[config.mk]
export PLATFORM = sky130hd
export DESIGN_NAME = load_extend
export DESIGN_NICKNAME = d
export VERILOG_FILES = /design/src/rtl/load_extend.sv
export SDC_FILE = /design/constraint.sdc
export NUM_CORES = 1
export LEC_CHECK = 0
export BUFFER_PORTS_ARGS = -buffer_cell sky130_fd_sc_hd__clkbuf_2
export CAP_MARGIN = 20
export CORE_ASPECT_RATIO = 1.25
export CORE_UTILIZATION = 45
export DETAILED_ROUTE_END_ITERATION = 16
export PLACE_DENSITY_LB_ADDON = 0.05
export SLEW_MARGIN = 10
export SYNTH_ARGS = -nofsm -noshare
export SYNTH_HDL_FRONTEND = slang
export SYNTH_SLANG_ARGS = --single-unit
[constraint.sdc]
create_clock -name clk -period 5 [get_ports clk]
set_input_delay 0.5 -clock clk [delete_from_list [all_inputs] [get_ports clk]]
set_output_delay 0.5 -clock clk [all_outputs]
set_load 0.005 [all_outputs]
[src/rtl/load_extend.sv]
// ---------------------------------------------------------------------------
// load_extend
//
// Purpose:
//    Load unit that issues one data-memory read per accepted load and returns
//    the requested word, halfword or byte, sign- or zero-extended to 32 bits.
//    FSM: IDLE -> WAIT (read outstanding) -> RESP (one-cycle writeback).
//
// Ports:
//    clk        in   1   clock, all state updates on the rising edge
//    reset      in   1   synchronous active-high reset
//    req_valid  in   1   load request present this cycle
//    load_op    in   3   0=LW 1=LH 2=LHU 3=LB 4=LBU, 5-7 reserved (ignored)
//    addr       in  32   byte address of the load
//    flush      in   1   abort any outstanding request
//    busy       out  1   request accepted and not yet completed (stall)
//    mem_rd_en  out  1   one-cycle read strobe, same cycle as acceptance
//    mem_addr   out 32   word-aligned read address
//    mem_rdata  in  32   read data, valid with mem_ack
//    mem_ack    in   1   read data returned (1..N cycles after mem_rd_en)
//    wb_valid   out  1   one-cycle pulse, wb_data valid
//    wb_data    out 32   extracted and extended load result (held)
//    adel       out  1   one-cycle misaligned-address error pulse
//
// Configuration:
//    LOAD_ALIGN_CHECK_EN  when defined, misaligned LW/LH/LHU requests raise
//                         adel instead of issuing a read. When undefined,
//                         adel is constant 0, LW ignores addr[1:0] and
//                         LH/LHU look at addr[1] only.
// ---------------------------------------------------------------------------
module load_extend (
   input  logic        clk,
   input  logic        reset,
   input  logic        req_valid,
   input  logic [2:0]  load_op,
   input  logic [31:0] addr,
   input  logic        flush,
   output logic        busy,
   output logic        mem_rd_en,
   output logic [31:0] mem_addr,
   input  logic [31:0] mem_rdata,
   input  logic        mem_ack,
   output logic        wb_valid,
   output logic [31:0] wb_data,
   output logic        adel
);

   localparam logic [2:0] OP_LW  = 3'd0;
   localparam logic [2:0] OP_LH  = 3'd1;
   localparam logic [2:0] OP_LHU = 3'd2;
   localparam logic [2:0] OP_LB  = 3'd3;
   localparam logic [2:0] OP_LBU = 3'd4;

   typedef enum logic [1:0] {
      IDLE = 2'd0,
      WAIT = 2'd1,
      RESP = 2'd2
   } state_t;

   state_t      state_q, state_d;
   logic [2:0]  op_q, op_d;
   logic [1:0]  off_q, off_d;
   logic [31:0] mem_addr_q, mem_addr_d;
   logic [31:0] wb_data_q, wb_data_d;
   logic        wb_valid_q, wb_valid_d;
   logic        adel_q, adel_d;
   logic        busy_q, busy_d;
   logic        rd_en_s;
   logic        op_ok_s;
   logic        misalign_s;

   // Select the addressed lane of the read word and extend it to 32 bits.
   function automatic logic [31:0] extend_load(input logic [2:0]  op,
                                               input logic [1:0]  off,
                                               input logic [31:0] d);
      logic [15:0] half_v;
      logic [7:0]  byte_v;
      half_v = off[1] ? d[31:16] : d[15:0];
      case (off)
         2'd0:    byte_v = d[7:0];
         2'd1:    byte_v = d[15:8];
         2'd2:    byte_v = d[23:16];
         2'd3:    byte_v = d[31:24];
         default: byte_v = 8'h00;
      endcase
      case (op)
         OP_LW:   extend_load = d;
         OP_LH:   extend_load = {{16{half_v[15]}}, half_v};
         OP_LHU:  extend_load = {16'h0000, half_v};
         OP_LB:   extend_load = {{24{byte_v[7]}}, byte_v};
         OP_LBU:  extend_load = {24'h000000, byte_v};
         default: extend_load = 32'h0000_0000;
      endcase
   endfunction

   // Next-state, capture and strobe logic.
   always_comb begin
      state_d    = state_q;
      op_d       = op_q;
      off_d      = off_q;
      mem_addr_d = mem_addr_q;
      wb_data_d  = wb_data_q;
      wb_valid_d = 1'b0;
      adel_d     = 1'b0;
      rd_en_s    = 1'b0;
      op_ok_s    = (load_op <= OP_LBU);
`ifdef LOAD_ALIGN_CHECK_EN
      misalign_s = ((load_op == OP_LW) && (addr[1:0] != 2'b00)) ||
                   (((load_op == OP_LH) || (load_op == OP_LHU)) && addr[0]);
`else
      misalign_s = 1'b0;
`endif
      if (reset) begin
         // The register block clears everything; only keep the strobe quiet.
         rd_en_s = 1'b0;
      end else begin
         case (state_q)
            IDLE: begin
               if (flush) begin
                  state_d = IDLE;
               end else if (req_valid && op_ok_s) begin
                  if (misalign_s) begin
                     adel_d = 1'b1;
                  end else begin
                     rd_en_s    = 1'b1;
                     op_d       = load_op;
                     off_d      = addr[1:0];
                     mem_addr_d = {addr[31:2], 2'b00};
                     state_d    = WAIT;
                  end
               end else begin
                  state_d = IDLE;
               end
            end
            WAIT: begin
               if (flush) begin
                  state_d = IDLE;
               end else if (mem_ack) begin
                  wb_data_d  = extend_load(op_q, off_q, mem_rdata);
                  wb_valid_d = 1'b1;
                  state_d    = RESP;
               end else begin
                  state_d = WAIT;
               end
            end
            RESP: begin
               state_d = IDLE;
            end
            default: begin
               state_d = IDLE;
            end
         endcase
      end
      busy_d = (state_d != IDLE);
   end

   // State and output registers with synchronous reset.
   always_ff @(posedge clk) begin
      if (reset) begin
         state_q    <= IDLE;
         op_q       <= 3'd0;
         off_q      <= 2'd0;
         mem_addr_q <= 32'h0000_0000;
         wb_data_q  <= 32'h0000_0000;
         wb_valid_q <= 1'b0;
         adel_q     <= 1'b0;
         busy_q     <= 1'b0;
      end else begin
         state_q    <= state_d;
         op_q       <= op_d;
         off_q      <= off_d;
         mem_addr_q <= mem_addr_d;
         wb_data_q  <= wb_data_d;
         wb_valid_q <= wb_valid_d;
         adel_q     <= adel_d;
         busy_q     <= busy_d;
      end
   end

   // The read strobe and its address must appear in the accepting cycle, so
   // they come straight from the next-state logic; mem_addr otherwise holds
   // the last issued address.
   assign mem_rd_en = rd_en_s;
   assign mem_addr  = mem_addr_d;
   assign busy      = busy_q;
   assign wb_valid  = wb_valid_q;
   assign wb_data   = wb_data_q;
   assign adel      = adel_q;

endmodule

# Word level (Yosys, flattened, before mapping)

Cells that the tools add are included.

Bits of input ports: 72
Flip-flop bits (word level): 73
Word-level logic and storage cells: 44
Output and inout bits: 68

Magnitude comparators: 1
Eq/ne operators: 8
Reduce and logical (&&, ||, !) cells: 8
Multiplexer cells: 18
Bitwise logic cells: 2

Operators with widths:

| operator                                      | number |
|---|---|
| case mux 32 bit (5 select lines)              | 1 |
| 2-to-1 mux 32 bit                             | 4 |
| case mux 8 bit (4 select lines)               | 1 |
| 2-to-1 mux 16 bit                             | 1 |
| 2-to-1 mux 1 bit                              | 7 |
| == test 3 x 2 -> 1 bit, second input constant | 2 |
| 2-to-1 mux 2 bit                              | 3 |
| AND reduction 3 bit                           | 2 |
| == test 2 x 1 -> 1 bit, second input constant | 2 |
| == test 2 bit, second input constant          | 2 |
| logical NOT 2 bit                             | 2 |
| case mux 2 bit (2 select lines)               | 1 |
| == test 3 x 1 -> 1 bit, second input constant | 1 |
| == test 3 bit, second input constant          | 1 |
| <= comparator 3 bit, second input constant    | 1 |
| logical NOT 3 bit                             | 1 |
| OR reduction 3 bit                            | 1 |
| inverter 1 bit                                | 2 |
| nonzero test 2 bit                            | 1 |
| logical AND 1 bit                             | 1 |

# Logic depth before layout (Yosys ltp)

Gate-level depths: netlist of the first run.

Depth in word-level cells: 7
Mapped depth: 7
Gate-level depth less buffers: 4

# Least setup slack after synthesis of the first run

OpenSTA, ideal clock, no wires.

Path kind: input to output
Start: in flush
End: out mem_addr[10]
Slack: 2832 ps
Buffers on the path: 1
Stages on the path: 5
Data required time: 4500 ps
Data arrival time: 1668 ps
Cells stage by stage: nor4b_4 > nand2_4 > nor2_8 > buf_8 > mux2_1

Cells in the longest elaborated chain, start to end: 3

RTL lines:

| what              | RTL line | source |
|---|---|---|
| from (decl)       | 37       | `input logic flush,` |
| 2-to-1 mux 32 bit | 119      | `if (flush) begin` |
| 2-to-1 mux 32 bit | 117      | `case (state_q)` |
| 2-to-1 mux 32 bit | 113      | `if (reset) begin` |
| to (decl)         | 40       | `output logic [31:0] mem_addr,` |

No other way between the ends.

# Worst setup path in the final report of the first run

Start: reg state_q[1]
End: out mem_addr[2]

Cells in the longest elaborated chain, start to end: 3

RTL lines:

| what                   | RTL line | source |
|---|---|---|
| from (decl)            | 60       | `state_t state_q, state_d;` |
| from (signal assigned) | 169      | `state_q <= state_d;` |
| logical NOT 2 bit      | 117      |  |
| 2-to-1 mux 32 bit      | 117      |  |
| 2-to-1 mux 32 bit      | 113      |  |

No other way between the ends.

==> reports/qor.txt, run 1 <==
Worst Setup Start Kind: flop
Worst-Skew Late Latency: 0.35 ns
EDFF count, synth: 0
Num CTS Buffers: 9
antenna viol nets, final: 0
setup_tns: 0 ns
CP max FO: 34
Max clock buf depth: 2
Tcrit/Tclk final: 62.7%
Syn. warnings: 0
vias in the first global route: 3098
Synth Instances: 407
Final Non-Filler Cells: 626
cell taking the most area after synthesis: dfxtp_1
CTS tree: yes
critical path, cell by cell: nor4b_4 -> nand2_4 -> nor2_8 -> mux2_2 -> clkbuf_2
Worst path max stage delay: 0.58 ns
ys async rst share: 0%
launching point of the worst reg2reg path: off_q[1]
count of cell types in the netlist: 44
row cnt: 36
worst slack, placed: 1.98 ns
RSZ-0062 raised after global routing: no
PnR worst setup slack: 1.87 ns
worst reg2reg setup slack: 2.77 ns
FF+latch count, synth: 73
Util after Layout: 58.1%
commonest non-fill, non-tap cell in the layout: clkbuf_2
CP max stage cell: nor2_8
GP Congestion: 0.895
vias per inst: 5.70
Slew HR: 38.2%
Initial Util: 46.9%
ant diodes: 0
DP Wirelength: 6840 µm
crit path DAT: 2.63 ns
Hold Vio Cnt, Final: 0
area added between synthesis and finish: 23.9%
Synth area leaders: dfxtp_1 40%, nand2_1 11%, a21oi_1 6.1%
sequential area share after synthesis: 39.8%
maximum achievable frequency: 319 MHz
Die Wd: 82.8 µm
DRT Pass-1 Iters: 5
hold endpoint: off_q[1]
Critical Path RT: 4.50 ns
share of layout cells above drive strength 1: 34.3%
Hold Startpoint: addr[1]
post-CTS setup buffer count: 0
CTS sink count: 73
Synth Net Count: 479
placed cell count: 609
Port Buffer Count: 138
worst hold-check path type: primary input to flop
DP Area: 0.00430 mm²
Wirelength per Cell: 16.0 µm
Final nets: 598
Worst path depth: 5
Worst Path Buf+Inv: 1
top-area cell type share of the netlist area: 39.8%
Die H: 103 µm
mapped cell area: 0.00368 mm²
status: finished, final reports clean
die area: 0.00854 mm²
largest delay contributor family on the critical path: simple AND/OR/NAND/NOR gates
I/O pins: 140
commonest non-fill, non-tap cells in the layout: 138 x clkbuf_2, 105 x nand2_1, 73 x dfxtp_1
number of H-tree levels: 3
Pwr per Cell Area: 297 mW/mm²
min Tclk post-route: 3.13 ns
drt initial violations: 205
first-pass GRT wire length: 15600 µm
leak pwr: 1.97 nW
design area: 0.00455 mm²
FF-to-FF path depth: 3
Final Max Slew Viols: 0
Overall Global Routing Usage: 22.7%
core box area: 0.00784 mm²
initial antenna violation count: 0
skew final: 0.0170 ns
kind of critical path: flop to output port
clock transition at the registers of the reported paths: 0.08 ns
drt total wl: 10000 µm
final routed DRC violation total: 0
Remaining Overflow, GRT: 0
maximum vdd ir drop: 0.000183 V
Syn Area/Cell: 9.03 µm²
Pwr Total: 1.35 mW
CTS root buffer: clkbuf_8
max cap viols: 0
actual slew at the worst max-slew pin: 0.923 ns
hold slack: 0.375 ns
Final setup viols: 0
post-CTS sizing: 0
largest net degree at the start of global routing: 62
top_reg_cell synth: dfxtp_1
Worst Hold Depth: 3
via count: 3566
hold buffers post-CTS: 0
Worst R2R End: wb_data[8]
crit path capture type: output port
[state kept, by name (all words and copies together), names as in the netlist]
register	flops
mem_addr_q	32
wb_data	32
op_q	3
off_q	2
state_q	2
busy	1
wb_valid	1
[worst max-delay path by stage]
stage | slack (ns) | endpoint | startpoint
finish | 1.87 | mem_addr[2] | state_q[1]
detailed placement | 1.98 | mem_addr[2] | flush
global placement | 2.03 | mem_addr[31] | flush
CTS | 1.83 | mem_addr[2] | state_q[1]
global route | 1.68 | mem_addr[15] | state_q[1]
floorplan | 2.83 | mem_addr[10] | flush
[routing by layer]
layer  up-vias  global-route usage, %  share of wire (%)
li1       1725                      -                  -
met1      1652                   29.3                 42
met2       169                   37.1                 47
met3        20                   4.48                7.7
met4         0                   10.1                2.8
met5         -                      0                  0
[worst reg2reg max path: cells and delay by family, from the launching register on]
kind | cells | cell delay [ns]
DFF | 1 | 0.79
and+or+nand+nor | 1 | 0.88
AOI/OAI and AO/OA | 2 | 0.49
[report_power, final]
part / internal (mW) / leakage, nW / switching [mW]
clock: 0.345 / 0.120 / 0.234
combinational: 0.0781 / 1.26 / 0.0892
sequential: 0.595 / 0.591 / 0.0129
[layout make-up]
class,count,area (µm²)
tap,95,119
multi-input combinational,297,1990
inverter,2,7.51
timing repair buffer,143,728
clock inverter,5,103
sequential,73,1460
clock buffer,11,141
fill,764,3280
[synthesized netlist by cell type (all sizes together), types with 3 or more instances]
cell and n:
nor2 8, a22oi 23, a222oi 8, nor3 5, mux2 30, dfxtp 73
nand2 106, nor2b 3, nand2b 3, a21oi 45, nor3b 3, mux2i 3
buf 25, o211ai 7, clkbuf 10, o21ai 13, a221oi 17, mux4 8
[logic make-up (layout without fill, tap and decap cells)]
kind of cell	after synthesis	in the layout	synth area share, %
AOI/OAI and AO/OA	118	118	21.4
xor gates and xnor gates	1	1	0.238
buffers and inverters	37	161	5.99
DFF	73	73	39.8
muxes	41	41	15.6
other	1	1	0.102
and+or+nand+nor	136	136	16.8
No activity file was read; power rests on OpenSTA's default activity.
==> run 2: changes to the inputs <==
==> constraint.sdc (replaced) <==
create_clock -name clk -period 2.9 [get_ports clk]
set_input_delay 0.29 -clock clk [delete_from_list [all_inputs] [get_ports clk]]
set_output_delay 0.29 -clock clk [all_outputs]
set_load 0.005 [all_outputs]
==> run 2 against run 1 <==
- combinational power rose by 72%
- power grew 69%
- flip-flop and latch count unchanged
- global-route usage shrank 0.47 points
- clock power rose by 64%
- final area up 0.22%
- largest cell class unchanged
==> reports/qor.txt, run 2 (same netlist as run 1, synthesis figures left out) <==
commonest non-fill, non-tap cell in the layout: clkbuf_2
highest metal layer with signal wires: met4
post-CTS sizing: 0
critical path, cell by cell: nor4b_4 -> nand2_4 -> nor2_8 -> mux2_2 -> clkbuf_2
Worst Hold Depth: 3
worst hold-check path type: primary input to flop
Max clock buf depth: 2
design area: 0.00456 mm²
Fillers: 746
wire length on met3: 643 µm
Worst Path Buf+Inv: 1
first-pass GRT wire length: 15000 µm
Slew HR: 43.8%
final routed DRC violation total: 0
Final nets: 601
largest delay contributor family on the critical path: simple AND/OR/NAND/NOR gates
Pwr Total: 2.29 mW
DP Wirelength: 6910 µm
internal power: 1.73 mW
skew final: 0.00947 ns
CTS root buffer: clkbuf_8
met1 wire length: 4280 µm
Overall Global Routing Usage: 22.2%
drt total wl: 9920 µm
vias per inst: 5.55
Hold Vio Cnt, Final: 0
CP max stage cell: nor2_8
Worst path depth: 5
CTS tree: yes
clock network power share: 41.6%
kind of critical path: flop to output port
commonest non-fill, non-tap cells in the layout: 138 x clkbuf_2, 105 x nand2_1, 73 x dfxtp_1
CTS sink count: 73
maximum achievable frequency: 388 MHz
Remaining Overflow, GRT: 0
setup_tns: 0 ns
row cnt: 36
actual slew at the worst max-slew pin: 0.819 ns
Pwr per Cell Area: 501 mW/mm²
Wirelength per Cell: 15.8 µm
worst slack, placed: 0.656 ns
Port Buffer Count: 138
Initial Util: 46.9%
ant diodes: 0
number of H-tree levels: 3
post-CTS setup buffer count: 0
Num CTS Buffers: 9
share of layout cells above drive strength 1: 34.7%
clock transition at the registers of the reported paths: 0.07 ns
PnR worst setup slack: 0.324 ns
crit path DAT: 2.29 ns
die area: 0.00854 mm²
GP Congestion: 0.894
largest net degree at the start of global routing: 57
DRT Pass-1 Iters: 5
Seq pwr share: 45.8%
Worst-Skew Late Latency: 0.35 ns
vias in the first global route: 3017
max cap viols: 0
met2 WL: 4760 µm
Worst Setup Start Kind: flop
via count: 3486
min Tclk post-route: 2.58 ns
Die Wd: 82.8 µm
Final setup viols: 0
status: finished, final reports clean
switch share: 24.5%
I/O pins: 140
DP Area: 0.00433 mm²
Final Max Slew Viols: 0
crit path capture type: output port
core box area: 0.00784 mm²
Tcrit/Tclk final: 88.8%
antenna viol nets, final: 0
RSZ-0062 raised after global routing: no
Critical Path RT: 2.61 ns
Comb power frac: 12.6%
leak pwr: 1.98 nW
initial antenna violation count: 0
maximum vdd ir drop: 0.000379 V
area added between synthesis and finish: 24.2%
CP max FO: 32
FF-to-FF path depth: 3
Worst path max stage delay: 0.46 ns
Die H: 103 µm
hold buffers post-CTS: 0
switching pwr: 561 µW
drt initial violations: 240
[run 2: changes by cell type in the layout (fill, tap and decap cells not counted), sizes merged]
cell / before / now
clkbuf: 149 / 147
buf: 5 / 8
clkinv: 1 / 2
[run 2: final timing paths]
| check | start | endpoint | slack [ns] |
|---|---|---|---|
| setup / recovery | state_q[1] | mem_addr[31] | 0.32 |
| hold / removal | addr[0] | off_q[0] | 0.16 |
| setup reg to reg | off_q[1] | wb_data[13] | 0.95 |
| hold reg to reg | mem_addr_q[21] | mem_addr_q[21] | 0.46 |
[run 2: per-stage QoR]
stage          utilization [%]  std cells  hold slack [ns]
2_1_floorplan                -        407            0.425
4_1_cts                   58.2        628            0.144
3_5_place_dp              55.3        613            0.448
6_report                  58.2        628            0.160
3_3_place_gp              55.3        613            0.440
5_1_grt                   58.2        628            0.167
[run 2: area by class of cell]
| cell class | instances | area, µm² | share of cell area [%] |
|---|---|---|---|
| tap | 95 | 119 | 2.60 |
| timing repair buffer | 146 | 751 | 16.4 |
| sequential | 73 | 1460 | 32.0 |
| clock buffer | 9 | 124 | 2.71 |
| inverter | 2 | 7.51 | 0.164 |
| clock inverter | 6 | 108 | 2.36 |
| multi-input combinational | 297 | 1990 | 43.7 |
[run 2: per-layer routing]
layer,GRT usage (%),vias to the layer above
li1,-,1723
met1,28.1,1611
met2,36.8,138
met3,4.16,14
met4,11.0,0
met5,0,-
[run 2: power groups by stage]
stage	clock (mW)	combinational, mW	sequential, mW
2_1_floorplan	0	0.181	1.06
5_1_grt	1.01	0.317	1.05
3_3_place_gp	0	0.284	1.07
3_5_place_dp	0	0.288	1.07
4_1_cts	0.971	0.290	1.05
6_report	0.951	0.288	1.05
[run 2: worst min-delay path, delay by kind of cell]
family	cells	cell delay (ns)
AO/OA/AOI/OAI	1	0.05
AND/OR/NAND/NOR	1	0.04
buffers and inverters	1	0.08
==> run 3: changes to the inputs <==
--- a/config.mk
+++ b/config.mk
@@ -5,6 +5,7 @@
 export SDC_FILE = /design/constraint.sdc
 export NUM_CORES = 1
 export LEC_CHECK = 0
+export ABC_CLOCK_PERIOD_IN_PS = 2900
 export BUFFER_PORTS_ARGS = -buffer_cell sky130_fd_sc_hd__clkbuf_2
 export CAP_MARGIN = 20
 export CORE_ASPECT_RATIO = 1.25
==> constraint.sdc (replaced) <==
create_clock -name clk -period 2.9 [get_ports clk]
set_input_delay 0 -clock clk [delete_from_list [all_inputs] [get_ports clk]]
set_output_delay 0 -clock clk [all_outputs]
set_load 0.005 [all_outputs]
==> run 3 against run 2 <==
- final area grew 9.0%
- sequential power is essentially flat
- maximum frequency grew 4.6%
- combinational power grew 18%
- clock power shrank 18%
- worst hold slack lost 0.14 ns
- routed wire length grew 7.8%
- via count grew 8.0%
==> reports/qor.txt, run 3 (same netlist as run 1, synthesis figures left out) <==
PnR worst setup slack: 0.438 ns
setup_tns: 0 ns
kind of critical path: flop to flop
largest net degree at the start of global routing: 42
DP Wirelength: 7000 µm
vias per inst: 5.58
Fillers: 707
status: finished, final reports clean
ant diodes: 0
CP max FO: 15
commonest non-fill, non-tap cells in the layout: 138 x clkbuf_2, 105 x nand2_1, 73 x dfxtp_1
max cap viols: 0
area added between synthesis and finish: 35.3%
clock transition at the registers of the reported paths: 0.08 ns
Final setup viols: 0
Tcrit/Tclk final: 84.9%
number of H-tree levels: 3
row cnt: 36
Die H: 103 µm
initial antenna violation count: 0
Pwr Total: 2.16 mW
CTS tree: yes
vias in the first global route: 3476
switch share: 26.2%
core box area: 0.00784 mm²
DRT Pass-1 Iters: 6
RSZ-0062 raised after global routing: no
GP Congestion: 0.942
Max clock buf depth: 2
via count: 3764
maximum achievable frequency: 406 MHz
share of layout cells above drive strength 1: 31.6%
Port Buffer Count: 138
Seq pwr share: 48.5%
Die Wd: 82.8 µm
I/O pins: 140
worst slack, placed: 0.898 ns
actual slew at the worst max-slew pin: 0.794 ns
Hold Vio Cnt, Final: 0
drt total wl: 10700 µm
Comb power frac: 15.6%
post-CTS sizing: 0
antenna viol nets, final: 0
CTS sink count: 73
Worst-Skew Late Latency: 0.34 ns
Initial Util: 46.9%
min Tclk post-route: 2.46 ns
Slew HR: 45.6%
crit path DAT: 2.69 ns
register area: 0.00146 mm²
Pwr per Cell Area: 435 mW/mm²
commonest non-fill, non-tap cell in the layout: clkbuf_2
first-pass GRT wire length: 16900 µm
Worst Setup Start Kind: flop
CP max stage cell: dfxtp_1
Remaining Overflow, GRT: 0
Critical Path RT: 3.13 ns
Worst path max stage delay: 0.79 ns
Overall Global Routing Usage: 24.7%
leak pwr: 2.16 nW
Num CTS Buffers: 9
maximum vdd ir drop: 0.000263 V
skew final: 0.00816 ns
Final Max Slew Viols: 0
Final nets: 646
final routed DRC violation total: 0
Util after Layout: 63.5%
switching pwr: 567 µW
hold slack: 0.0181 ns
die area: 0.00854 mm²
CTS root buffer: clkbuf_8
Wirelength per Cell: 15.9 µm
critical path, cell by cell: mux4_2 -> a222oi_1 -> a21oi_1 -> dlygate4sd3_1
Multi-input gate area: 0.00199 mm²
drt initial violations: 317
worst hold-check path type: primary input to flop
internal power: 1.60 mW
crit path capture type: flop
clock network power share: 35.9%
-- run 3: changes by cell type in the layout (fill, tap and decap cells not counted) --
| cell | delta |
|---|---|
| clkbuf_1 | +2 |
| clkinv_4 | +1 |
| bufinv_16 | -2 |
| buf_4 | -1 |
| dlygate4sd3_1 | +46 |
-- run 3: critical path: cells and delay by family, from the launching register on --
kind,cells,cell delay (ns)
compound gates,2,0.41
mux,1,0.58
flops,1,0.79
buf+inv,1,0.57
-- run 3: metrics by stage --
step | cells | area [µm²]
5_1_grt | 674 | 4970
3_5_place_dp | 612 | 4330
6_report | 674 | 4970
2_1_floorplan | 407 | 3680
4_1_cts | 674 | 4970
3_3_place_gp | 612 | 4330
-- run 3: per-layer routing --
layer / part of all wire, % / wire [µm] / GRT usage, % / vias up
li1: - / - / - / 1820
met1: 40 / 4330 / 30.0 / 1763
met4: 3.3 / 353 / 12.9 / 0
met3: 6.0 / 645 / 4.48 / 20
met5: 0 / 0 / 0 / -
met2: 50 / 5370 / 42.2 / 161
-- run 3: power groups by stage --
stage	combinational (mW)	sequential (mW)	clock, mW
2_1_floorplan	0.181	1.06	0
3_3_place_gp	0.285	1.07	0
3_5_place_dp	0.289	1.07	0
4_1_cts	0.336	1.05	0.794
5_1_grt	0.370	1.05	0.835
6_report	0.339	1.05	0.776
-- run 3: cell type report --
cell class	count	area share (%)
tap	95	2.39
timing repair buffer	191	24.2
multi-input combinational	297	40.1
clock inverter	5	1.13
clock buffer	11	2.64
inverter	2	0.151
sequential	73	29.4
-- run 3: what timing repair did --
| action | in CTS | in global routing |
|---|---|---|
| setup buffers | 0 | 0 |
| hold buffers | 46 | 0 |
| endpoints found under the hold margin | 44 | 0 |
-- run 3: worst paths after layout --
kind | from | to | slack (ns) | cells after the start
hold / removal | mem_rdata[14] | wb_data[14] | 0.02 | 3
hold reg to reg | mem_addr_q[21] | mem_addr_q[21] | 0.45 | 2
setup / recovery | off_q[1] | wb_data[1] | 0.44 | 4
setup reg to reg | off_q[1] | wb_data[1] | 0.44 | 4
